File: src/rtl/intdiv_otfconv.sv
// SD2 quotient digits (MSB first) -> two's-complement word via on-the-fly Q/QM conversion, optional -1 correction.
// Result valid the cycle after the N-th digit; digits stall only while a finished word is held unaccepted.
module intdiv_otfconv #(
  parameter int N = 4
) (
  input  logic         clk,
  input  logic         rst_n,
  input  logic         in_valid,
  output logic         in_ready,
  input  logic [1:0]   in_digit,
  input  logic         in_adj,
  output logic         out_valid,
  input  logic         out_ready,
  output logic [N-1:0] out_q,
  output logic         out_ovf
);

  localparam int W  = N + 1;
  localparam int CW = (N > 1) ? $clog2(N) : 1;

  typedef enum logic {ACC, HOLD} state_t;

  state_t          state, state_nxt;
  logic [W-1:0]    q, qm, q_nxt, qm_nxt, r;
  logic [CW-1:0]   cnt;
  logic            acc, last;

  assign in_ready  = (state == ACC) || out_ready;
  assign out_valid = (state == HOLD);
  assign acc       = in_valid && in_ready;
  assign last      = acc && (cnt == CW'(N - 1));

  // qm always tracks q-1, so a -1 digit never needs a borrow chain
  always_comb begin
    q_nxt  = {q[W-2:0], 1'b1};
    qm_nxt = {q[W-2:0], 1'b0};
    case (in_digit)
      2'b11: begin
        q_nxt  = {qm[W-2:0], 1'b1};
        qm_nxt = {qm[W-2:0], 1'b0};
      end
      2'b00: begin
        q_nxt  = {q[W-2:0], 1'b0};
        qm_nxt = {qm[W-2:0], 1'b1};
      end
      default: begin
        q_nxt  = {q[W-2:0], 1'b1};
        qm_nxt = {q[W-2:0], 1'b0};
      end
    endcase
    r = in_adj ? qm_nxt : q_nxt;
  end

  always_comb begin
    state_nxt = state;
    case (state)
      ACC:     if (last) state_nxt = HOLD;
      HOLD:    if (out_ready && !last) state_nxt = ACC;
      default: state_nxt = ACC;
    endcase
  end

  always_ff @(posedge clk) begin
    if (!rst_n) begin
      state   <= ACC;
      q       <= '0;
      qm      <= '1;
      cnt     <= '0;
      out_q   <= '0;
      out_ovf <= 1'b0;
    end else begin
      state <= state_nxt;
      if (last) begin
        q       <= '0;
        qm      <= '1;
        cnt     <= '0;
        out_q   <= r[N-1:0];
        out_ovf <= r[N] ^ r[N-1];
      end else if (acc) begin
        q   <= q_nxt;
        qm  <= qm_nxt;
        cnt <= cnt + 1'b1;
      end
    end
  end

endmodule

File: config.mk
export PLATFORM = sky130hd
export DESIGN_NAME = intdiv_otfconv
export DESIGN_NICKNAME = d
export VERILOG_FILES = /design/src/rtl/intdiv_otfconv.sv
export SDC_FILE = /design/constraint.sdc
export NUM_CORES = 1
export LEC_CHECK = 0
export BUFFER_PORTS_ARGS = -buffer_cell sky130_fd_sc_hd__buf_2
export CAP_MARGIN = 10
export CORE_UTILIZATION = 47
export CTS_CLUSTER_DIAMETER = 50
export DETAILED_ROUTE_END_ITERATION = 7
export GPL_TIMING_DRIVEN = 1
export PLACE_DENSITY = 0.77
export SLEW_MARGIN = 5
export SYNTH_ARGS = -nofsm -noshare
export SYNTH_HDL_FRONTEND = slang
export SYNTH_SLANG_ARGS = --single-unit
File: constraint.sdc
create_clock -name clk -period 1.44 [get_ports clk]
set_input_delay 0.144 -clock clk [delete_from_list [all_inputs] [get_ports clk]]
set_output_delay 0.144 -clock clk [all_outputs]
set_load 0.03 [all_outputs]
# ---- Word-level counts from Yosys, hierarchy flattened
# Cells that the tools add are included.
dict set report classes {
  n_bitwise 3
  reduce_logical 7
  n_eq_ne 2
  mux 6
  n_addsub 1
}
# operator n
set op_table {}
lappend op_table {{$pmux 5 s2} 2}
lappend op_table {{$mux 5} 1}
lappend op_table {{$eq 2x2->1 const B} 2}
lappend op_table {{$logic_and 1x1->1} 3}
lappend op_table {{$add 2x1->2 const B} 1}
lappend op_table {{$logic_not 2->1} 1}
lappend op_table {{$mux 1} 2}
lappend op_table {{$not 1->1} 2}
lappend op_table {{$pmux 1 s2} 1}
lappend op_table {{$reduce_or 2->1} 1}
lappend op_table {{$logic_not 1->1} 1}
lappend op_table {{$logic_or 1x1->1} 1}
lappend op_table {{$xor 1x1->1} 1}
dict set report totals {
  output_inout_bits 7
  ff_bits 16
  inputBits 7
}

# ---- Longest topological paths before layout
# Gate-level depths: netlist of run 1.
dict set report logic_depth {
  word_depth 8
  depth_mapped 7
}

# ---- Worst setup path before layout of run 1
# No wires, ideal clock.
dict set report synth_timing {
  path_kind {input to register}
  start {in in_digit[0]}
  end {reg out_q[1]}
  path_slack_ps -43
  path_stages 7
  required_time_ps 1320
  path_buffers 1
  arrival_time_ps 1363
  cell_sequence {inv_1 -> ha_1 -> buf_2 -> or2_2 -> a221oi_1 -> a211o_2 -> a21oi_1}
}
dict set report synth_via {
  elab_chain_cells 3
  word_cells_on_any_way 5
  classes_between {eq/ne (1); mux (3); reduce/logical (1)}
}
# item line_no
set synth_rtl {}
lappend synth_rtl {{start: declaration} 10} ;# input logic [1:0] in_digit,
lappend synth_rtl {{$eq 2x2->1 or $logic_not 2->1 (tied branches)} 37} ;# case (in_digit)
lappend synth_rtl {{$pmux 5 s2} 37}
lappend synth_rtl {{$mux 5 *} 51} ;# r = in_adj ? qm_nxt : q_nxt;
lappend synth_rtl {{end signal: assignment} 77} ;# out_q <= r[N-1:0];
lappend synth_rtl {{end: declaration} 14} ;# output logic [N-1:0] out_q,
# Every way passes the cells marked *; elsewhere a longest branch is shown, timed or not.
# A chain may end at the register's enable or synchronous reset.

# ---- Worst setup path in the final report of run 1
dict set report layout_timing {
  start {in in_digit[1]}
  end {reg out_q[2]}
}
# Same word-level chain as after synthesis.

==> impl_results.md, run 1 <==
- First-pass GRT wire length: 3084 um
- CP endpoint kind: register
- Switching fraction of total power: 28.24%
- Number of global-route vias before repair: 707
- Number of buffers added by the clock tree synthesis step: 3
- Crit-path cells: buf_2 > inv_1 > ha_1 > nor2b_1 > a221oi_1 > a211o_2 > a21oi_1
- Net switching power figure: 0.0002792 W
- Final standard cell count with taps included and fillers excluded: 133
- Area taken by multi-input logic gates: 456.7 um^2
- Peak clock frequency supported by timing: 0.7550 GHz
- Ranking of synthesized cells by instance count: dfxtp_1, nand2_1, nor2_1
- Leakage power of the design: 0.4363 nW
- Flip-flop and latch count after synthesis: 16
- Clock network latency to the later pin of the worst-skew pair: 300 ps
- Peak VDD IR: 422.6 uV
- Max-cap check violation count: 0
- Global-route usage over all layers: 22.95%
- Fin nets: 129
- Number of post-CTS setup repair buffers: 0
- Clock tree root driver cell: clkbuf_4
- Actual slew at the worst max-slew pin: 405.8 ps
- Cell family contributing the most delay on the critical path: compound AO/OA/AOI/OAI gates
- Worst min-delay path category: primary input to register
- Antenna violations before repair: 0
- Fin crit share: 91.98%
- Effective utilization at floorplan: 51.79%
- Path length in cells of the critical path: 7
- Maximum fanout encountered on the critical timing path: 6
- Hold Vio Cnt, Final: 0
- Cell row count: 14
- Post-synth design cell area: 798.3 um^2
- DRT iter0 DRCs: 20
- Vias per cell: 6.045
- Synth Warn #: 0
- PD cells: 1008 nW/um^2
- Cell internal pwr: 0.0007094 W
- Number of flops mapped to enable cells by yosys: 0
- DRT Wirelength: 1940 um
- Largest net degree at the start of global routing: 11
- Fin. max-slew vios: 0
- # placed instances: 129
- Final HPWL DP: 1360 um
- Share of flip-flops with an asynchronous set or reset: 0%
- Setup violations, final: 0
- Area share of the largest cell type after synthesis: 40.13%
- Number of distinct library cells after synthesis: 29
- Share of layout cells above drive strength 1: 29.06%
- Grt total ovfl: 0
- Crit-path slowest cell: ha_1
- Average cell area after synthesis: 8.492 um^2
- Vert. Die Dim: 43.21 um
- CTS max path bufs: 2
- Clock Pin Slew Worst Setup and Hold Paths: 110 ps
- # clock sinks: 16
- Biggest area contributors in the synthesized netlist: dfxtp_1, ha_1, nand2_1
- Post-route minimum period: 1325 ps
- Total of fill cells in the finished design: 128
- Standard cell core area: 1541 um^2
- Buf/Inv on CP: 2
- # hold bufs at CTS: 0
- Data arrival, critical path: 1550 ps
- Die W: 43.21 um
- Syn Inst Count: 94
- I/O pin count: 14
- Setup TNS: 0 ps
- Library cell with the largest summed area after synthesis: dfxtp_1
- Clk network pwr share: 31.4%
- Share of total power in sequential cells: 49.8%
- H-tree Lvls: 1
- Data required time at the worst endpoint: 1670 ps
- Kind of start point of the critical path: primary input
- Clock tree from TritonCTS: yes
- Maximum clock skew at final layout: 10.58 ps
- Hold depth: 3
- Number of I/O port buffers: 13
- Count of instances resized after the clock tree is built: 0
- Crit path largest cell delay: 360 ps
- Count leader, synth: dfxtp_1
- Total via count in the routed design: 804
- Die area: 1867 um^2
- Share of synthesized area occupied by flip-flops and latches: 40.13%
- Wire length per cell after detailed routing: 14.59 um
- Worst-case headroom to the max-slew limit: 72.95%
- Main flop type after synthesis: dfxtp_1
- Synthesized net count: 105
- Post-route ant nets: 0
- Area grow syn2layout: 22.88%
- DRC violation count after routing: 0
- Setup repair after global routing missed its margin: false
- Outcome: finished, final reports clean
- Worst R2R Path Depth: 4
- Share of power burned in combinational logic: 18.8%
- Initial DRT Pass Iterations: 4
- Register area: 320.3 um^2
- Final Wtd Congestion: 0.9285
- Crit Path Class: primary input to register
- Diode count: 0
-- metrics by stage --
stage / util, % / instance area, um^2 / setup WS, ps / power [W] / hold slack, ps
after floorplan: - / 813.3 / 2.225 / 0.0006216 / 282.3
after global placement: 61.12 / 942.2 / -99.13 / 0.0006731 / 413.8
after detailed placement: 61.12 / 942.2 / -132.7 / 0.0006793 / 418.1
after CTS: 63.47 / 978.4 / 118.3 / 0.0009822 / 104.5
after global routing: 63.64 / 980.9 / 10.35 / 0.001030 / 112.4
final: 63.64 / 980.9 / 115.5 / 0.0009887 / 96.41
-- worst register-to-register path: stages (launching register included) --
cell      delay [ps]
dfxtp_1          320
nand2b_1         160
and2_1           410
nor2_1            80
a211oi_1         220
-- cells by family after synthesis --
logic type / Yosys count / share of synthesized area (%)
AOI/OAI and AO/OA: 30 / 27.12
and+or+nand+nor: 36 / 21.32
adders and majority gates: 4 / 6.270
xor gates and xnor gates: 1 / 1.097
DFF: 16 / 40.13
buffers and inverters: 7 / 4.075
-- area by class of cell --
| class | instances | area share, % |
|---|---|---|
| clock buffers | 4 | 3.699 |
| well taps | 16 | 2.041 |
| flip-flops and latches | 16 | 32.65 |
| repair buffers | 22 | 13.52 |
| multi-input cells | 71 | 46.56 |
| inverters | 4 | 1.531 |
-- path summary, 6_finish.rpt --
kind,startpoint,end,slack (ps)
setup / recovery,in_digit[1],out_q[2]$_SDFFE_PN0P_,120
hold / removal,rst_n,out_ovf$_SDFFE_PN0P_,100
hold reg to reg,out_q[0]$_SDFFE_PN0P_,out_q[0]$_SDFFE_PN0P_,450
setup reg to reg,out_valid$_SDFF_PN0_,q[1]$_SDFFE_PP0P_,170
-- power groups by stage --
stage	clock network (W)	registers, W	logic [W]
2_1_floorplan	0	0.000499	0.000122
3_3_place_gp	0	0.000501	0.000172
3_5_place_dp	0	0.000501	0.000178
4_1_cts	0.000309	0.000491	0.000182
5_1_grt	0.000330	0.000495	0.000204
6_report	0.000311	0.000492	0.000186
-- registers in the layout, indices dropped and copies added (netlist names) --
name       count
out_q          4
q              4
qm             4
cnt            2
out_ovf        1
out_valid      1
-- layout by cell type (no fill, tap or decap) --
master / synthesis / final
and2b_2: 1 / 1
buf_2: 2 / 13
inv_1: 4 / 4
o21ai_0: 3 / 3
o21a_2: 1 / 1
buf_4: 0 / 9
nor2_1: 11 / 10
nand2_1: 11 / 11
nand2b_1: 4 / 4
xnor2_1: 1 / 1
nand3_1: 1 / 1
a211oi_1: 4 / 4
clkbuf_4: 1 / 3
dfxtp_1: 16 / 16
and3_1: 1 / 1
a211o_1: 1 / 1
a21oi_1: 6 / 6
a31oi_1: 1 / 1
a22oi_1: 2 / 2
nor2b_1: 1 / 1
clkbuf_8: 0 / 1
o211ai_1: 4 / 4
ha_1: 4 / 4
and2_1: 1 / 1
a221oi_1: 3 / 2
a211o_2: 2 / 2
a221oi_2: 0 / 1
a21oi_2: 1 / 1
a2bb2oi_1: 2 / 2
nor2_2: 0 / 1
nor3_1: 3 / 3
or3b_1: 1 / 1
or2_4: 0 / 1
-- routing by layer --
layer / up-vias / GRT usage [%] / wire length [um]
met5: - / 0 / 0
met4: 0 / 13.94 / 72
met3: 9 / 4.255 / 111
met2: 44 / 35.82 / 897
met1: 364 / 28.87 / 858
li1: 387 / - / -
Power figures use the tool's default switching activity.
==> inputs of run 2 (changes only) <==
==> config.mk (replaced) <==
export PLATFORM = sky130hd
export DESIGN_NAME = intdiv_otfconv
export DESIGN_NICKNAME = d
export VERILOG_FILES = /design/src/rtl/intdiv_otfconv.sv
export SDC_FILE = /design/constraint.sdc
export NUM_CORES = 1
export LEC_CHECK = 0
export BUFFER_PORTS_ARGS = -buffer_cell sky130_fd_sc_hd__buf_4
export CAP_MARGIN = 10
export CORE_UTILIZATION = 50
export CTS_BUF_LIST = sky130_fd_sc_hd__clkbuf_8
export CTS_CLUSTER_DIAMETER = 50
export DETAILED_ROUTE_END_ITERATION = 7
export GPL_TIMING_DRIVEN = 1
export PLACE_DENSITY = 0.8
export SLEW_MARGIN = 5
export SYNTH_ARGS = -nofsm -noshare
export SYNTH_HDL_FRONTEND = slang
export SYNTH_SLANG_ARGS = --single-unit
==> impl_results.md, run 2 (synthesized netlist as in run 1, its figures left out) <==
- # hold bufs at CTS: 0
- Crit-path cells: buf_4 > inv_1 > ha_1 > nand2b_1 > a2bb2oi_1 > a211o_2 > a21oi_1
- Vias per cell: 5.940
- Post-route minimum period: 1339 ps
- Maximum clock skew at final layout: 5.576 ps
- Max-cap check violation count: 0
- Post-route ant nets: 0
- Kind of start point of the critical path: primary input
- Worst Setup SP: in_digit[1]
- Worst-case headroom to the max-slew limit: 75.34%
- Clock Pin Slew Worst Setup and Hold Paths: 70 ps
- Setup repair after global routing missed its margin: false
- Setup ws final: 101.4 ps
- Met1 WL: 851 um
- Crit-path slowest cell: ha_1
- Met2 wire length: 959 um
- Reg-to-reg startpoint: out_valid$_SDFF_PN0_
- DRC violation count after routing: 0
- Standard cell core area: 1506 um^2
- Largest net degree at the start of global routing: 11
- Antenna violations before repair: 0
- Area grow syn2layout: 29.62%
- Timing endpoint of the critical path: out_q[2]$_SDFFE_PN0P_
- Wire length per cell after detailed routing: 14.77 um
- Leakage power of the design: 0.4500 nW
- Actual slew at the worst max-slew pin: 369.9 ps
- R2r setup slk: 160 ps
- DRT Wirelength: 1965 um
- Outcome: finished, final reports clean
- Number of buffers added by the clock tree synthesis step: 3
- I/O pin count: 14
- Worst slack at placement: -149.5 ps
- Fin. max-slew vios: 0
- Final HPWL DP: 1383 um
- Peak VDD IR: 662.5 uV
- Total via count in the routed design: 790
- Final Core Density: 68.69%
- Clock tree root driver cell: clkbuf_8
- DRT iter0 DRCs: 24
- PD cells: 1056 nW/um^2
- Highest metal layer with signal wires: met4
- Fin crit share: 92.96%
- Worst R2R Path Depth: 4
- First-pass GRT wire length: 3215 um
- Setup TNS: 0 ps
- Commonest non-fill, non-tap cells in the layout: buf_4, dfxtp_1, nand2_1
- Peak clock frequency supported by timing: 0.7470 GHz
- Diode count: 0
- CTS max path bufs: 2
- # clock sinks: 16
- Crit path largest cell delay: 390 ps
- Routed met3 length: 112 um
- CP endpoint kind: register
- Data required time at the worst endpoint: 1620 ps
- Number of global-route vias before repair: 729
- Largest registers: out_q x4, q x4, qm x4
- Endpoint of the worst register-to-register path: qm[1]$_SDFFE_PP1P_
- Final Wtd Congestion: 0.9351
- Cell row count: 14
- Global-route usage over all layers: 24.34%
- Worst min-delay path category: primary input to register
- Fin nets: 129
- Non-Filler Cell Area, Final: 1035 um^2
- Hold Vio Cnt, Final: 0
- Crit Path Class: primary input to register
- Die area: 1760 um^2
- Clock network latency to the later pin of the worst-skew pair: 250 ps
- Grt total ovfl: 0
- Vert. Die Dim: 41.96 um
- H-tree Lvls: 1
- Share of layout cells above drive strength 1: 29.91%
- Data arrival, critical path: 1520 ps
- Die W: 41.96 um
- Initial DRT Pass Iterations: 4
- Setup violations, final: 0
- Leading cell type in the layout, fill and taps excluded: buf_4
- Number of I/O port buffers: 13
- Post-DP Area: 974.7 um^2
- Effective utilization at floorplan: 52.99%
- Maximum fanout encountered on the critical timing path: 7
- Clock tree from TritonCTS: yes
[run 2: changes by cell type in the layout (fill, tap and decap cells not counted)]
cell,delta
clkbuf_8,+3
nor2b_2,+1
clkbuf_4,-3
nor2b_1,-1
buf_2,-13
buf_4,+13
[run 2: worst min path at each step]
stage / start / end / cells after the start
after global placement: rst_n / out_ovf$_SDFFE_PN0P_ / 3
after global routing: rst_n / out_ovf$_SDFFE_PN0P_ / 3
after floorplan: rst_n / out_ovf$_SDFFE_PN0P_ / 2
final: rst_n / out_ovf$_SDFFE_PN0P_ / 3
after CTS: rst_n / out_ovf$_SDFFE_PN0P_ / 3
after detailed placement: rst_n / out_ovf$_SDFFE_PN0P_ / 3
[run 2: critical path: cells and delay by family]
family	cells	cell delay [ps]
AOI/OAI and AO/OA	3	650
adders and majority gates	1	390
and+or+nand+nor	1	210
buffers and inverters	2	120
[run 2: metal layers]
layer	global-route usage, %	up-vias
met5	0	-
met4	12.90	0
met3	3.913	7
met2	37.81	27
met1	32.24	367
li1	-	389
[run 2: where the power goes]
part | internal (W) | switching, W
combinational | 0.0000946 | 0.000102
clock | 0.000243 | 0.000161
sequential | 0.000469 | 0.0000236
total | 0.000807 | 0.000286
[run 2: through the flow]
stage                     total power [W]  hold WS [ps]  std cells
after floorplan                 0.0006216         282.3         94
after global placement          0.0006815         415.7        129
after detailed placement        0.0006871         421.6        129
after CTS                        0.001084         157.7        133
after global routing             0.001140         174.3        133
final                            0.001093         147.4        133
[run 2: repair_timing]
action                                  CTS  global route
hold endpoints to repair                  0             0
resized for setup                         0             2
buffers inserted                          0             0
endpoints found under the setup margin    0             1
[run 2: layout make-up]
class / instances / area, um^2
flip-flops and latches: 16 / 320.3
inverters: 4 / 15.01
well taps: 16 / 20.02
repair buffers: 22 / 165.2
fillers: 118 / 471.7
multi-input cells: 71 / 459.2
clock buffers: 4 / 55.05
